$ cat src/rtl/multi_cycle_control.sv
// multi_cycle_control: FSM sequencer for a multi-cycle MIPS datapath.
// Issues per-state mux selects and write enables, stalls on mem_ready,
// halts on an unsupported opcode and counts completed instruction fetches.
// Ports:
//   clk, rstn          clock, async active-low reset
//   opcode [5:0]       IR[31:26], valid from DECODE onward
//   mem_ready          memory access completes this cycle
//   pc_write, pc_write_cond, i_or_d, mem_read, mem_write, ir_write,
//   mem_to_reg, reg_dst, reg_write, alu_src_a, alu_src_b[1:0],
//   alu_op[1:0], pc_source[1:0]   datapath controls
//   halted             unsupported opcode seen
//   state [3:0]        current state (debug)
//   instr_count [31:0] completed fetches, wraps
module multi_cycle_control (
  input  logic        clk,
  input  logic        rstn,
  input  logic [5:0]  opcode,
  input  logic        mem_ready,
  output logic        pc_write,
  output logic        pc_write_cond,
  output logic        i_or_d,
  output logic        mem_read,
  output logic        mem_write,
  output logic        ir_write,
  output logic        mem_to_reg,
  output logic        reg_dst,
  output logic        reg_write,
  output logic        alu_src_a,
  output logic [1:0]  alu_src_b,
  output logic [1:0]  alu_op,
  output logic [1:0]  pc_source,
  output logic        halted,
  output logic [3:0]  state,
  output logic [31:0] instr_count
);

  localparam int unsigned STATE_W = 4;
  localparam int unsigned CNT_W   = 32;

  localparam logic [5:0] OP_RTYPE = 6'h00;
  localparam logic [5:0] OP_J     = 6'h02;
  localparam logic [5:0] OP_BEQ   = 6'h04;
  localparam logic [5:0] OP_ADDI  = 6'h08;
  localparam logic [5:0] OP_LW    = 6'h23;
  localparam logic [5:0] OP_SW    = 6'h2B;

  localparam logic [3:0] S_RESET     = 4'd0;
  localparam logic [3:0] S_FETCH     = 4'd1;
  localparam logic [3:0] S_DECODE    = 4'd2;
  localparam logic [3:0] S_MEM_ADDR  = 4'd3;
  localparam logic [3:0] S_MEM_READ  = 4'd4;
  localparam logic [3:0] S_MEM_WB    = 4'd5;
  localparam logic [3:0] S_MEM_WRITE = 4'd6;
  localparam logic [3:0] S_R_EXEC    = 4'd7;
  localparam logic [3:0] S_R_WB      = 4'd8;
  localparam logic [3:0] S_BRANCH    = 4'd9;
  localparam logic [3:0] S_JUMP      = 4'd10;
  localparam logic [3:0] S_ADDI_EX   = 4'd11;
  localparam logic [3:0] S_ADDI_WB   = 4'd12;
  localparam logic [3:0] S_HALT      = 4'd13;

  logic [STATE_W-1:0] state_q, state_d;
  logic [CNT_W-1:0]   count_q, count_d;

  // State and fetch-counter registers
  always_ff @(posedge clk or negedge rstn) begin
    if (!rstn) begin
      state_q <= S_RESET;
      count_q <= '0;
    end else begin
      state_q <= state_d;
      count_q <= count_d;
    end
  end

  // A fetch completes on the mem_ready cycle of FETCH; counter wraps naturally
  always_comb begin
    count_d = count_q;
    if (state_q == S_FETCH && mem_ready) count_d = count_q + CNT_W'(1);
  end

  // Next-state logic
  always_comb begin
    state_d = state_q;
    case (state_q)
      S_RESET:     state_d = S_FETCH;
      S_FETCH:     if (mem_ready) state_d = S_DECODE;
      S_DECODE: begin
        case (opcode)
          OP_LW, OP_SW: state_d = S_MEM_ADDR;
          OP_RTYPE:     state_d = S_R_EXEC;
          OP_BEQ:       state_d = S_BRANCH;
          OP_J:         state_d = S_JUMP;
          OP_ADDI:      state_d = S_ADDI_EX;
          default:      state_d = S_HALT;
        endcase
      end
      // IR is stable, so the opcode is simply re-read to pick load or store
      S_MEM_ADDR:  state_d = (opcode == OP_SW) ? S_MEM_WRITE : S_MEM_READ;
      S_MEM_READ:  if (mem_ready) state_d = S_MEM_WB;
      S_MEM_WB:    state_d = S_FETCH;
      S_MEM_WRITE: if (mem_ready) state_d = S_FETCH;
      S_R_EXEC:    state_d = S_R_WB;
      S_R_WB:      state_d = S_FETCH;
      S_BRANCH:    state_d = S_FETCH;
      S_JUMP:      state_d = S_FETCH;
      S_ADDI_EX:   state_d = S_ADDI_WB;
      S_ADDI_WB:   state_d = S_FETCH;
      S_HALT:      state_d = S_HALT;
      default:     state_d = S_RESET;
    endcase
  end

  // Moore control decode; only FETCH ir_write/pc_write see mem_ready
  always_comb begin
    pc_write      = 1'b0;
    pc_write_cond = 1'b0;
    i_or_d        = 1'b0;
    mem_read      = 1'b0;
    mem_write     = 1'b0;
    ir_write      = 1'b0;
    mem_to_reg    = 1'b0;
    reg_dst       = 1'b0;
    reg_write     = 1'b0;
    alu_src_a     = 1'b0;
    alu_src_b     = 2'b00;
    alu_op        = 2'b00;
    pc_source     = 2'b00;
    halted        = 1'b0;
    case (state_q)
      S_FETCH: begin
        mem_read  = 1'b1;
        alu_src_b = 2'b01;
        ir_write  = mem_ready;
        pc_write  = mem_ready;
      end
      S_DECODE:    alu_src_b = 2'b11;
      S_MEM_ADDR: begin
        alu_src_a = 1'b1;
        alu_src_b = 2'b10;
      end
      S_MEM_READ: begin
        mem_read = 1'b1;
        i_or_d   = 1'b1;
      end
      S_MEM_WB: begin
        reg_write  = 1'b1;
        mem_to_reg = 1'b1;
      end
      S_MEM_WRITE: begin
        mem_write = 1'b1;
        i_or_d    = 1'b1;
      end
      S_R_EXEC: begin
        alu_src_a = 1'b1;
        alu_op    = 2'b10;
      end
      S_R_WB: begin
        reg_dst   = 1'b1;
        reg_write = 1'b1;
      end
      S_BRANCH: begin
        alu_src_a     = 1'b1;
        alu_op        = 2'b01;
        pc_write_cond = 1'b1;
        pc_source     = 2'b01;
      end
      S_JUMP: begin
        pc_write  = 1'b1;
        pc_source = 2'b10;
      end
      S_ADDI_EX: begin
        alu_src_a = 1'b1;
        alu_src_b = 2'b10;
      end
      S_ADDI_WB:   reg_write = 1'b1;
      S_HALT:      halted = 1'b1;
      default: ;
    endcase
  end

  assign state       = state_q;
  assign instr_count = count_q;

endmodule

$ cat config.mk
export PLATFORM = sky130hd
export DESIGN_NAME = multi_cycle_control
export DESIGN_NICKNAME = d
export VERILOG_FILES = /design/src/rtl/multi_cycle_control.sv
export SDC_FILE = /design/constraint.sdc
export NUM_CORES = 1
export LEC_CHECK = 0
export CORE_MARGIN = 5
export CORE_UTILIZATION = 42
export DETAILED_ROUTE_END_ITERATION = 12
export PLACE_DENSITY = 0.86
export REMOVE_ABC_BUFFERS = 1
export SLEW_MARGIN = 30
export SYNTH_ARGS = -nofsm -noshare
export SYNTH_HDL_FRONTEND = slang
export SYNTH_SLANG_ARGS = --single-unit
$ cat constraint.sdc
create_clock -name clk -period 1.9 [get_ports clk]
set_input_delay 0.38 -clock clk [delete_from_list [all_inputs] [get_ports clk]]
set_output_delay 0.38 -clock clk [all_outputs]
set_load 0.05 [all_outputs]
==> metrics.md <==
| Metric | Value |
|---|---|
| Startpoint Class | register |
| Critical-path maximum fanout | 11 |
| Mapped Avg Cell Area | 9.56 um2 |
| Status | completed |
| Drt via density | 5.55 |
| Final net count | 299 |
| Routability cong. | 0.826 |
| FMAX | 533 MHz |
| Initial antenna violation count | 0 |
| PwrDens | 1250 nW/um2 |
| Area share of the largest cell type after synthesis | 46.0% |
| Worst relative slew slack | 70.7% |
| Worst Setup Path Type | register to output port |
| Ys async rst share | 100% |
| Reg2reg start | instr_count[11] |
| Final setup violating endpoints | 0 |
| Synth Instances | 205 |
| DR pass1 iterations | 4 |
| Grt ovf | 0 |
| Buffers on Ports | 61 |
| Seq/Total Area, Yosys | 46.0% |
| Core box area | 4440 um2 |
| Met2 Use GR | 31.9% |
| Area after DPL | 2890 um2 |
| Crit. End Element | output port |
| Antenna Cells | 0 |
| Peak VDD IR | 1.13 mV |
| Fin util | 68.9% |
| FF+latch count, synth | 36 |
| Worst reg2reg path depth | 4 |
| GRT Max-Usage Layer | met2 |
| Final hold violation count | 0 |
| RSZ-0062 raised after global routing | true |
| First-pass GRT wire length | 8.93 mm |
| Final period util | 98.8% |
| Hold_sp | instr_count[31] |
| Finished Cell Area | 3060 um2 |
| Die ar. | 6130 um2 |
| Hold Path Stages | 1 |
| Bufs on Longest Clock Path | 2 |
| Top_reg_cell synth | dfrtp_1 |
| Largest net degree at the start of global routing | 37 |
| Number of remaining DRC errors | 0 |
| Die Width | 78.3 um |
| Row count | 24 |
| Vias in the first global route | 1928 |
| All-layer global routing usage | 18.3% |
| CTS tree | yes |
| Synth top area cells | dfrtp_1 (46%), xnor2_1 (13%), nand4_1 (4.8%) |
| Clock-pin slew on the worst setup and hold paths | 70 ps |
| Met1 usage | 19.8% |
| Worst hold path type | register to register |
| Tmin final | 1880 ps |
| H-tree levels | 2 |
| Chip Height | 78.3 um |
| Pins Over Slew Limit | 0 |
| GRT met3 Usage | 8.58% |
| DP Wirelength | 4.08 mm |
| ANT nets after route | 0 |
| Fin Clk Skew | 5.25 ps |
| Count of cell types in the netlist | 37 |
| Number of enable flip-flop cells after synthesis | 0 |
| Lkg Pwr | 0.00139 uW |
| Worst path required time | 1520 ps |
| Post-Route WL | 5.39 mm |
| TritonCTS Buffers | 5 |
| Worst slew pin tran | 439 ps |
| Clk_lat worst skew | 290 ps |
| Share of cells above drive strength 1 | 37.6% |
| Mapped cell area | 1960 um2 |
| Syn-to-layout area delta | 56.3% |
| Critical Path Start | state[3] |
| Most numerous cell in the Yosys netlist | dfrtp_1 |
| WP data arrival | 1500 ps |
| DRT iter0 DRCs | 112 |
| Post-synth top cells | dfrtp_1 (36), xnor2_1 (29), nor2_1 (18) |
| Via count | 1899 |
| Yosys warns | 0 |
| Cell taking the most area after synthesis | dfrtp_1 |
| Starting Density | 44.1% |
| Clk sinks | 36 |
| Routed length per instance | 15.8 um |
| Root buf cell | clkbuf_8 |
| Maxcap violations | 0 |
| Ports | 62 |
timing repair:
| action | CTS | global route |
|---|---|---|
| hold buffers | 0 | 0 |
| setup buffers | 0 | 4 |
| cloned | 0 | 0 |
| pin swaps | 0 | 1 |
| gates resized for setup | 6 | 14 |
| endpoints found under the setup margin | 7 | 16 |
final cells by class:
| cell class | count | area, um2 |
|---|---|---|
| tap | 52 | 65.1 |
| clock inverter | 2 | 10.0 |
| timing repair buffer | 87 | 940 |
| fill | 337 | 1380 |
| clock buffer | 6 | 82.6 |
| inverter | 7 | 26.3 |
| multi-input combinational | 152 | 1030 |
| sequential | 36 | 906 |
where the power goes:
group | internal [uW] | switching [uW] | leakage [uW]
Clock | 289 | 268 | 0.0000510
Combinational | 966 | 1320 | 0.000861
Sequential | 859 | 128 | 0.000475
Total | 2110 | 1720 | 0.00139
worst max-delay path, cell delays in order, from the launching register on:
cell	delay, ps
dfrtp_2	450
buf_4	200
nor2b_2	140
mux2i_1	110
nor2_2	150
buf_12	150
layer usage:
metal	part of all wire (%)	vias up
met2	50	79
met5	0	-
li1	-	895
met4	1.7	0
met1	38	915
met3	9.8	10
cells by family (layout without fill, tap and decap cells):
| family | count (synthesis) | after routing | share of synthesized area (%) |
|---|---|---|---|
| DFF | 36 | 36 | 46.0 |
| buffers and inverters | 17 | 102 | 3.70 |
| xor gates and xnor gates | 33 | 33 | 14.8 |
| and+or+nand+nor | 94 | 94 | 26.4 |
| muxes | 2 | 2 | 1.09 |
| adders and majority gates | 1 | 1 | 0.638 |
| AOI/OAI and AO/OA | 22 | 22 | 7.41 |
through the flow:
stage	hold WS [ps]	setup TNS [ps]	total power, uW	setup WS [ps]	instances
2_1_floorplan	84.4	-20780	2140	-1400	195
3_3_place_gp	465	0	3170	18.1	330
3_5_place_dp	463	-21.9	3210	-15.4	330
4_1_cts	480	-134	3790	-76.4	338
5_1_grt	509	-124	4000	-42.6	342
6_report	477	0	3830	23.1	342
sequential cells by signal, summed over array words and instances (netlist names):
signal	flops
instr_count	32
state	4
cell usage in the layout, fill, tap and decap left out, types with 3 or more instances in the layout:
master / count
buf_4: 57
dfrtp_1: 32
xnor2_1: 29
buf_12: 21
nand4_1: 15
nor2_1: 14
nand2_1: 12
nand3_1: 12
clkdlybuf4s50_1: 8
and3_1: 6
inv_1: 6
o21ai_0: 6
clkbuf_8: 6
nand2b_1: 5
nor2_2: 4
nor4_1: 4
xor2_1: 4
dfrtp_2: 4
nor2b_1: 3
and4_1: 3
a211oi_1: 3
nor3_1: 3
worst paths after layout:
check | to | slack (ps)
max in group asynchronous | state[1] | 1060
max reg2reg | instr_count[21] | 40
max | reg_write | 20
min in group asynchronous | instr_count[16] | 510
min | instr_count[31] | 480
min reg2reg | instr_count[31] | 480
Power figures use the tool's default switching activity.
